**src/rtl/recip_freq_meter.sv**
```systemverilog
// Reciprocal (equal-precision) frequency meter.
// A preset gate of gate_len clk cycles is armed. The real gate opens on the
// first synchronised rising edge of sig_in and closes on the first rising
// edge after the preset gate has expired. This gives a whole number of
// signal periods, so the count ratio is exact: f = F_CLK * nx / nref.
module recip_freq_meter #(
  parameter int CNT_W       = 32,
  parameter int GATE_W      = 32,
  parameter int SYNC_STAGES = 2,
  parameter int TIMEOUT_CYC = 200_000_000
) (
  input  logic              clk,
  input  logic              rst,
  input  logic              sig_in,
  input  logic              start,
  input  logic              mode_cont,
  input  logic [GATE_W-1:0] gate_len,
  output logic              busy,
  output logic [CNT_W-1:0]  nx,
  output logic [CNT_W-1:0]  nref,
  output logic              valid,
  output logic              ovf,
  output logic              timeout
);

  typedef enum logic [2:0] {
    S_IDLE,
    S_ARM,
    S_MEAS,
    S_CLOSE,
    S_DONE
  } state_t;

  // A count of one, used when the gate opens and for a zero gate length.
  localparam logic [CNT_W-1:0]  ONE_CNT  = CNT_W'(1);
  localparam logic [GATE_W-1:0] ONE_GATE = GATE_W'(1);
  // Watchdog margin, in the widened (carry-preserving) compare width.
  localparam logic [GATE_W:0]   TMO_W    = (GATE_W + 1)'(TIMEOUT_CYC);

  state_t state_q, state_d;

  // Input synchroniser plus one history flop for rising-edge detection.
  logic [SYNC_STAGES-1:0] sync_q, sync_d;
  logic                   hist_q, hist_d;
  logic                   rise;

  // Preset gate: length, elapsed count and registered expiry flag.
  logic [GATE_W-1:0] glen_q, glen_d;
  logic [GATE_W-1:0] gcnt_q, gcnt_d;
  logic              gate_done_q, gate_done_d;

  // Watchdog counter; one bit wider so glen + margin cannot wrap.
  logic [GATE_W:0]   wdog_q, wdog_d;
  logic [GATE_W:0]   wdog_lim;
  logic              wdog_hit;

  // Working counters of the open gate and their sticky status flags.
  logic [CNT_W-1:0]  cx_q, cx_d;
  logic [CNT_W-1:0]  cref_q, cref_d;
  logic              ovf_int_q, ovf_int_d;
  logic              tmo_int_q, tmo_int_d;

  // Result registers that hold between valid strobes.
  logic [CNT_W-1:0]  nx_q, nx_d;
  logic [CNT_W-1:0]  nref_q, nref_d;
  logic              ovf_q, ovf_d;
  logic              timeout_q, timeout_d;

  logic              arm_entry;
  logic              in_gate;

  // Synchroniser shift and edge detect on the last synchronised stage.
  always_comb begin
    sync_d = {sync_q[SYNC_STAGES-2:0], sig_in};
    hist_d = sync_q[SYNC_STAGES-1];
    rise   = sync_q[SYNC_STAGES-1] & ~hist_q;
  end

  // Watchdog limit: the preset gate plus the allowed no-edge margin.
  always_comb begin
    wdog_lim = {1'b0, glen_q} + TMO_W;
    wdog_hit = (wdog_q == wdog_lim);
  end

  // Next-state, counters and result capture.
  always_comb begin
    state_d     = state_q;
    glen_d      = glen_q;
    gcnt_d      = gcnt_q;
    gate_done_d = gate_done_q;
    wdog_d      = wdog_q;
    cx_d        = cx_q;
    cref_d      = cref_q;
    ovf_int_d   = ovf_int_q;
    tmo_int_d   = tmo_int_q;
    nx_d        = nx_q;
    nref_d      = nref_q;
    ovf_d       = ovf_q;
    timeout_d   = timeout_q;
    arm_entry   = 1'b0;
    in_gate     = (state_q == S_ARM) || (state_q == S_MEAS);

    // Preset gate and watchdog run through both ARM and MEAS.
    if (in_gate) begin
      if (gcnt_q != glen_q) begin
        gcnt_d = gcnt_q + 1'b1;
      end
      gate_done_d = (gcnt_q == glen_q);
      wdog_d      = wdog_q + 1'b1;
    end

    case (state_q)
      S_IDLE: begin
        if (start) begin
          state_d   = S_ARM;
          arm_entry = 1'b1;
        end
      end

      S_ARM: begin
        if (wdog_hit) begin
          tmo_int_d = 1'b1;
          state_d   = S_CLOSE;
        end else if (rise) begin
          // The opening edge itself starts the first reference period.
          cx_d    = '0;
          cref_d  = ONE_CNT;
          state_d = S_MEAS;
        end
      end

      S_MEAS: begin
        if (gate_done_q && rise) begin
          // Closing edge: count the last period, reference stays put.
          if (&cx_q) begin
            ovf_int_d = 1'b1;
          end else begin
            cx_d = cx_q + 1'b1;
          end
          state_d = S_CLOSE;
        end else if (wdog_hit) begin
          tmo_int_d = 1'b1;
          state_d   = S_CLOSE;
        end else begin
          if (&cref_q) begin
            ovf_int_d = 1'b1;
          end else begin
            cref_d = cref_q + 1'b1;
          end
          if (rise) begin
            if (&cx_q) begin
              ovf_int_d = 1'b1;
            end else begin
              cx_d = cx_q + 1'b1;
            end
          end
        end
      end

      S_CLOSE: begin
        // An aborted measurement reports zero counts.
        nx_d      = tmo_int_q ? '0 : cx_q;
        nref_d    = tmo_int_q ? '0 : cref_q;
        ovf_d     = ovf_int_q;
        timeout_d = tmo_int_q;
        state_d   = S_DONE;
      end

      S_DONE: begin
        // start is not looked at here; only mode_cont decides re-arming.
        if (mode_cont) begin
          state_d   = S_ARM;
          arm_entry = 1'b1;
        end else begin
          state_d = S_IDLE;
        end
      end

      default: begin
        state_d = S_IDLE;
      end
    endcase

    // Fresh gate on every ARM entry; a zero length counts as one cycle.
    if (arm_entry) begin
      glen_d      = (gate_len == '0) ? ONE_GATE : gate_len;
      gcnt_d      = '0;
      gate_done_d = 1'b0;
      wdog_d      = '0;
      ovf_int_d   = 1'b0;
      tmo_int_d   = 1'b0;
    end
  end

  // State and datapath registers, cleared asynchronously.
  always_ff @(posedge clk or posedge rst) begin
    if (rst) begin
      state_q     <= S_IDLE;
      sync_q      <= '0;
      hist_q      <= 1'b0;
      glen_q      <= '0;
      gcnt_q      <= '0;
      gate_done_q <= 1'b0;
      wdog_q      <= '0;
      cx_q        <= '0;
      cref_q      <= '0;
      ovf_int_q   <= 1'b0;
      tmo_int_q   <= 1'b0;
      nx_q        <= '0;
      nref_q      <= '0;
      ovf_q       <= 1'b0;
      timeout_q   <= 1'b0;
    end else begin
      state_q     <= state_d;
      sync_q      <= sync_d;
      hist_q      <= hist_d;
      glen_q      <= glen_d;
      gcnt_q      <= gcnt_d;
      gate_done_q <= gate_done_d;
      wdog_q      <= wdog_d;
      cx_q        <= cx_d;
      cref_q      <= cref_d;
      ovf_int_q   <= ovf_int_d;
      tmo_int_q   <= tmo_int_d;
      nx_q        <= nx_d;
      nref_q      <= nref_d;
      ovf_q       <= ovf_d;
      timeout_q   <= timeout_d;
    end
  end

  // Status decode straight from the state register.
  always_comb begin
    busy    = (state_q == S_ARM) || (state_q == S_MEAS) || (state_q == S_CLOSE);
    valid   = (state_q == S_DONE);
    nx      = nx_q;
    nref    = nref_q;
    ovf     = ovf_q;
    timeout = timeout_q;
  end

endmodule

```
**config.mk**
```make
export PLATFORM = sky130hd
export DESIGN_NAME = recip_freq_meter
export DESIGN_NICKNAME = d
export VERILOG_FILES = /design/src/rtl/recip_freq_meter.sv
export SDC_FILE = /design/constraint.sdc
export NUM_CORES = 1
export LEC_CHECK = 0
export BUFFER_PORTS_ARGS = -buffer_cell sky130_fd_sc_hd__buf_2
export CAP_MARGIN = 20
export CORE_AREA = 2 2 140 245
export CTS_BUF_LIST = sky130_fd_sc_hd__clkbuf_16
export DETAILED_ROUTE_END_ITERATION = 8
export DIE_AREA = 0 0 142 247
export GPL_ROUTABILITY_DRIVEN = 0
export GPL_TIMING_DRIVEN = 0
export PLACE_DENSITY = 0.64
export RECOVER_POWER = 25
export SYNTH_ARGS = -nofsm -noshare
export SYNTH_HDL_FRONTEND = slang
export SYNTH_SLANG_ARGS = --single-unit
```
**constraint.sdc**
```tcl
create_clock -name clk -period 13.4 [get_ports clk]
set_input_delay 1.34 -clock clk [delete_from_list [all_inputs] [get_ports clk]]
set_output_delay 1.34 -clock clk [all_outputs]
set_load 0.02 [all_outputs]
```
# == After elaboration in Yosys (flattened, before gate mapping) ==
# Cells that the tools add are included.
# word_totals
wordCells,105
out_inout_bits,68
register_bits,236
inputBits,37
# classes
bitwise_logic,2
mux,45
add_sub_neg,5
n_reduce_logical,18
eq_ne,20
# ops
op,n
32-bit 2-to-1 mux,17
32-bit case mux with 2 select lines,2
"32-bit by 1-bit adder with 32-bit output, second input constant",3
33-bit 2-to-1 mux,2
32-bit AND reduction,2
"32-bit by 28-bit adder with 33-bit output, second input constant",1
"33-bit by 1-bit adder with 33-bit output, second input constant",1
33-bit equality test,1
32-bit equality test,1
32-bit zero test,1
32-bit != test,1
1-bit 2-to-1 mux,16
3-bit 2-to-1 mux,5
"3-bit != test, second input constant",5
3-bit case mux with 5 select lines,1
"2-bit != test, second input constant",6
2-bit nonzero test,4
"3-bit by 2-bit equality test with 1-bit output, second input constant",2
3-bit AND reduction,2
6-bit AND reduction,1
5-bit AND reduction,1
1-bit case mux with 2 select lines,2
2-bit AND reduction,2
"3-bit by 1-bit equality test with 1-bit output, second input constant",1
other kinds (9),10

# == Longest topological paths before layout ==
# logic_depth
word_depth,8
mapped_depth,12
depth_no_buf,9

# == Worst setup path after synthesis ==
# Ideal clock, no wire load.
# synth_timing
kind,input-to-reg
start,in mode_cont
end,reg gcnt_q[30]
setup_slack_ps,10048
setup_ps,78
required_ps,13322
n_path_buf,0
arrival_time_ps,3274
cell_stages,8
cell_sequence,mux2i_1 > nor3_1 > nor2_1 > a311o_1 > nor2_1 > nand2_1 > or3_1 > a21oi_1
# synth_between
elab_chain_len,4
word_cells_on_any_way,6
classes_between,mux (3); reduce/logical (3)
# synth_rtl
item,line,source
"start, declared",16,"input logic mode_cont,"
1-bit 2-to-1 mux *,171,if (mode_cont) begin
1-bit case mux with 2 select lines *,112,case (state_q)
2-bit nonzero test (no source line),n/a,
2-bit AND reduction (no source line),n/a,
"end signal, assigned",218,gcnt_q <= gcnt_d;
"end, declared",49,"logic [GATE_W-1:0] gcnt_q, gcnt_d;"
# Mark *: on every way between the ends. The rest lies on a longest branch, timed or not.
# A chain may end at the register's enable or synchronous reset.

==> impl_metrics.yaml <==
outcome:
  status: "finished, violations left"
  violations: "capacitance limit, slew limit"
timing:
  max-slew-margin-rel_pct: -140
  fin_crit_sh_pct: 45.5
  rsz0062_at_grt: "false"
  setup_ws_ns: 7.31
  timing.fmax_ghz: 0.164
  period_needed_ns: 6.09
  tightestPinTransition_ns: 3.59
  slew_viol_final: 137
  skew_ns: 0.0350
  setup_violations: 0
  whs_ns: 0.354
  hold_viol: 0
  tns_ns: 0
power_and_ir_drop:
  vdd_drop_max_uv: 92.6
  p_total_w: 0.00228
  p_leak_nw: 6.13
  power_density_nw_per_um2: 154
cts:
  clockBufferDepth: 3
  ctsHoldBuffers: 0
  cts_tree: "yes"
  numCtsBuffers: 24
  cts.clk_slew.worst_paths_ns: 0.06
  clk-insertion-delay-late_ns: 0.55
  cts-root-buf: "clkbuf_16"
  htreeDepth: 1
  post_cts_buffers: 0
  cts_sinks: 236
  ctsResizeCount: 0
route:
  num_vias: 11681
  wl_per_cell_um: 18.6
  drtIter0Drc: 728
  dr.pass1.iters: 6
  drc: 0
  via_per_inst: 5.66
  drt_wl_total_um: 38400
  ant_nets: 0
worst_setup_path:
  critical_path_arrival_ns: 5.90
  crit_fanout: 69
  cp-end-kind: "async pin"
  crit_chain: "buf_2 -> clkinvlp_2 -> clkbuf_1"
  start_kind: "primary input"
  cpPeakStageDelay_ns: 2.62
  worstPathRequired_ns: 13.21
  cp_slowest_cell: "clkbuf_1"
  crit_type: "primary input to async pin"
job:
  drv_cap: 2
placement:
  dp_cells: 2019
  hpwl_um: 29100
  dpl_worst_slack_ns: 8.67
  portBuffers: 104
logic_synthesis:
  synth-adder-area-share_pct: 0.479
  synth.distinct_cells: 63
  ys_seq_elements: 236
  yosysWarnings: 0
  synth_top_family_by_area: "simple AND/OR/NAND/NOR gates"
  synthSimpleGateAreaFrac_pct: 25.3
  syn_nets: 1546
  ys_async_sr_fraction_pct: 100
  synth-edff-count: 0
  synth_top_flop_cell: "dfrtp_1"
  yosysSeqAreaShare_pct: 45.2
  synthXorXnorAreaFrac_pct: 7.98
  syn_area_per_cell_um2: 8.68
  synthMuxAreaShare_pct: 0.862
  synth-compound-area-share_pct: 16.3
  syn_area_um2: 13100
  syn_inst: 1504
layout:
  drive_gt1_share_pct: 10.2
  final_cell_mix: "nand2_1 (263), dfrtp_1 (236), nor2_1 (115)"
  nets: 1679
  syn_to_final_growth_pct: 13.5
  layout.cells.non_filler: 2063
  n_antenna_cell: 0
  final_common_cell: "nand2_1"
die:
  start_util_pct: 39.2
  core_area_um2: 33300
  fp-row-count: 89
  ios: 105
  dieWidth_um: 142
  die_h_um: 247
  die-area_um2: 35100
grt:
  antenna_found_initial: 0
  grt_max_degree: 103
  grt_pass1_vias: 11608
  grt_use_total_pct: 21.9
  gr-total-overflow: 0
  grt_first_pass_wirelength_um: 61000
min_path:
  hold_path.class: "register to register"
-- cells in the mapped netlist, drive strengths merged, types with 15 or more instances --
| master | number | area, µm² |
|---|---|---|
| xnor2 | 87 | 762 |
| a21boi | 15 | 113 |
| nand2 | 263 | 987 |
| buf | 18 | 105 |
| a31oi | 39 | 244 |
| dfrtp | 236 | 5910 |
| inv | 30 | 113 |
| nand2b | 60 | 375 |
| nor4 | 22 | 159 |
| a21oi | 37 | 189 |
| o21ai | 95 | 475 |
| nor3 | 33 | 165 |
| o31ai | 75 | 563 |
| xor2 | 32 | 280 |
| and3 | 18 | 113 |
| nor2 | 115 | 432 |
| clkbuf | 74 | 278 |
| or3 | 27 | 179 |
| nand4 | 44 | 275 |
| nand3 | 55 | 280 |
-- metal layers --
layer	global-route usage (%)	up-vias	routed length, µm
li1	-	5579	-
met1	22.4	5632	13900
met2	42.4	350	20900
met3	2.03	120	1390
met4	12.4	0	2290
met5	0	-	0
-- through the flow --
stage | util, % | cell area (µm²)
3_5_place_dp | 42.5 | 14200
5_1_grt | 44.5 | 14800
6_report | 44.5 | 14800
2_1_floorplan | - | 13100
3_3_place_gp | 42.3 | 14100
4_1_cts | 44.6 | 14900
-- cells by family after synthesis --
kind of cell	after synthesis
compound gates	327
xor+xnor	119
buf+inv	122
flops	236
mux	11
simple gates	684
fa+ha+maj	5
-- area by class of cell --
| cell class | count | area [µm²] |
|---|---|---|
| repair buffers | 107 | 557 |
| flip-flops and latches | 236 | 5910 |
| clock inverters | 19 | 97.6 |
| multi-input cells | 1146 | 6660 |
| clock buffers | 24 | 601 |
| plain buffers | 92 | 383 |
| inverters | 30 | 114 |
| well taps | 409 | 512 |
| fillers | 3293 | 18500 |
-- registers in the layout, summed over array words and instances, names as in the netlist --
register     cells
ovf              1
wdog_q          33
cx_q            32
timeout          1
nx              32
sync_q           2
hist_q           1
tmo_int_q        1
ovf_int_q        1
gate_done_q      1
state_q          3
cref_q          32
glen_q          32
gcnt_q          32
nref            32
-- where the power goes --
part	switching [W]	internal, W
combinational	0.000541	0.000267
clock	0.000289	0.000325
sequential	0.0000805	0.000782
-- path summary, 6_finish.rpt --
path,startpoint,to,slack (ns),depth (start not counted)
max,rst,nx[15],7.31,3
min,sync_q[0],sync_q[1],0.35,0
max reg2reg,glen_q[11],cx_q[5],9.33,11
min reg2reg,sync_q[0],sync_q[1],0.35,0
max in group clk,glen_q[11],cx_q[5],9.33,11
min in group asynchronous,rst,wdog_q[4],1.68,2
-- worst max-delay path: cells and delay by family --
kind / cells / cell delay, ns
buf+inv: 3 / 4.45
No activity file was read; power rests on OpenSTA's default activity.
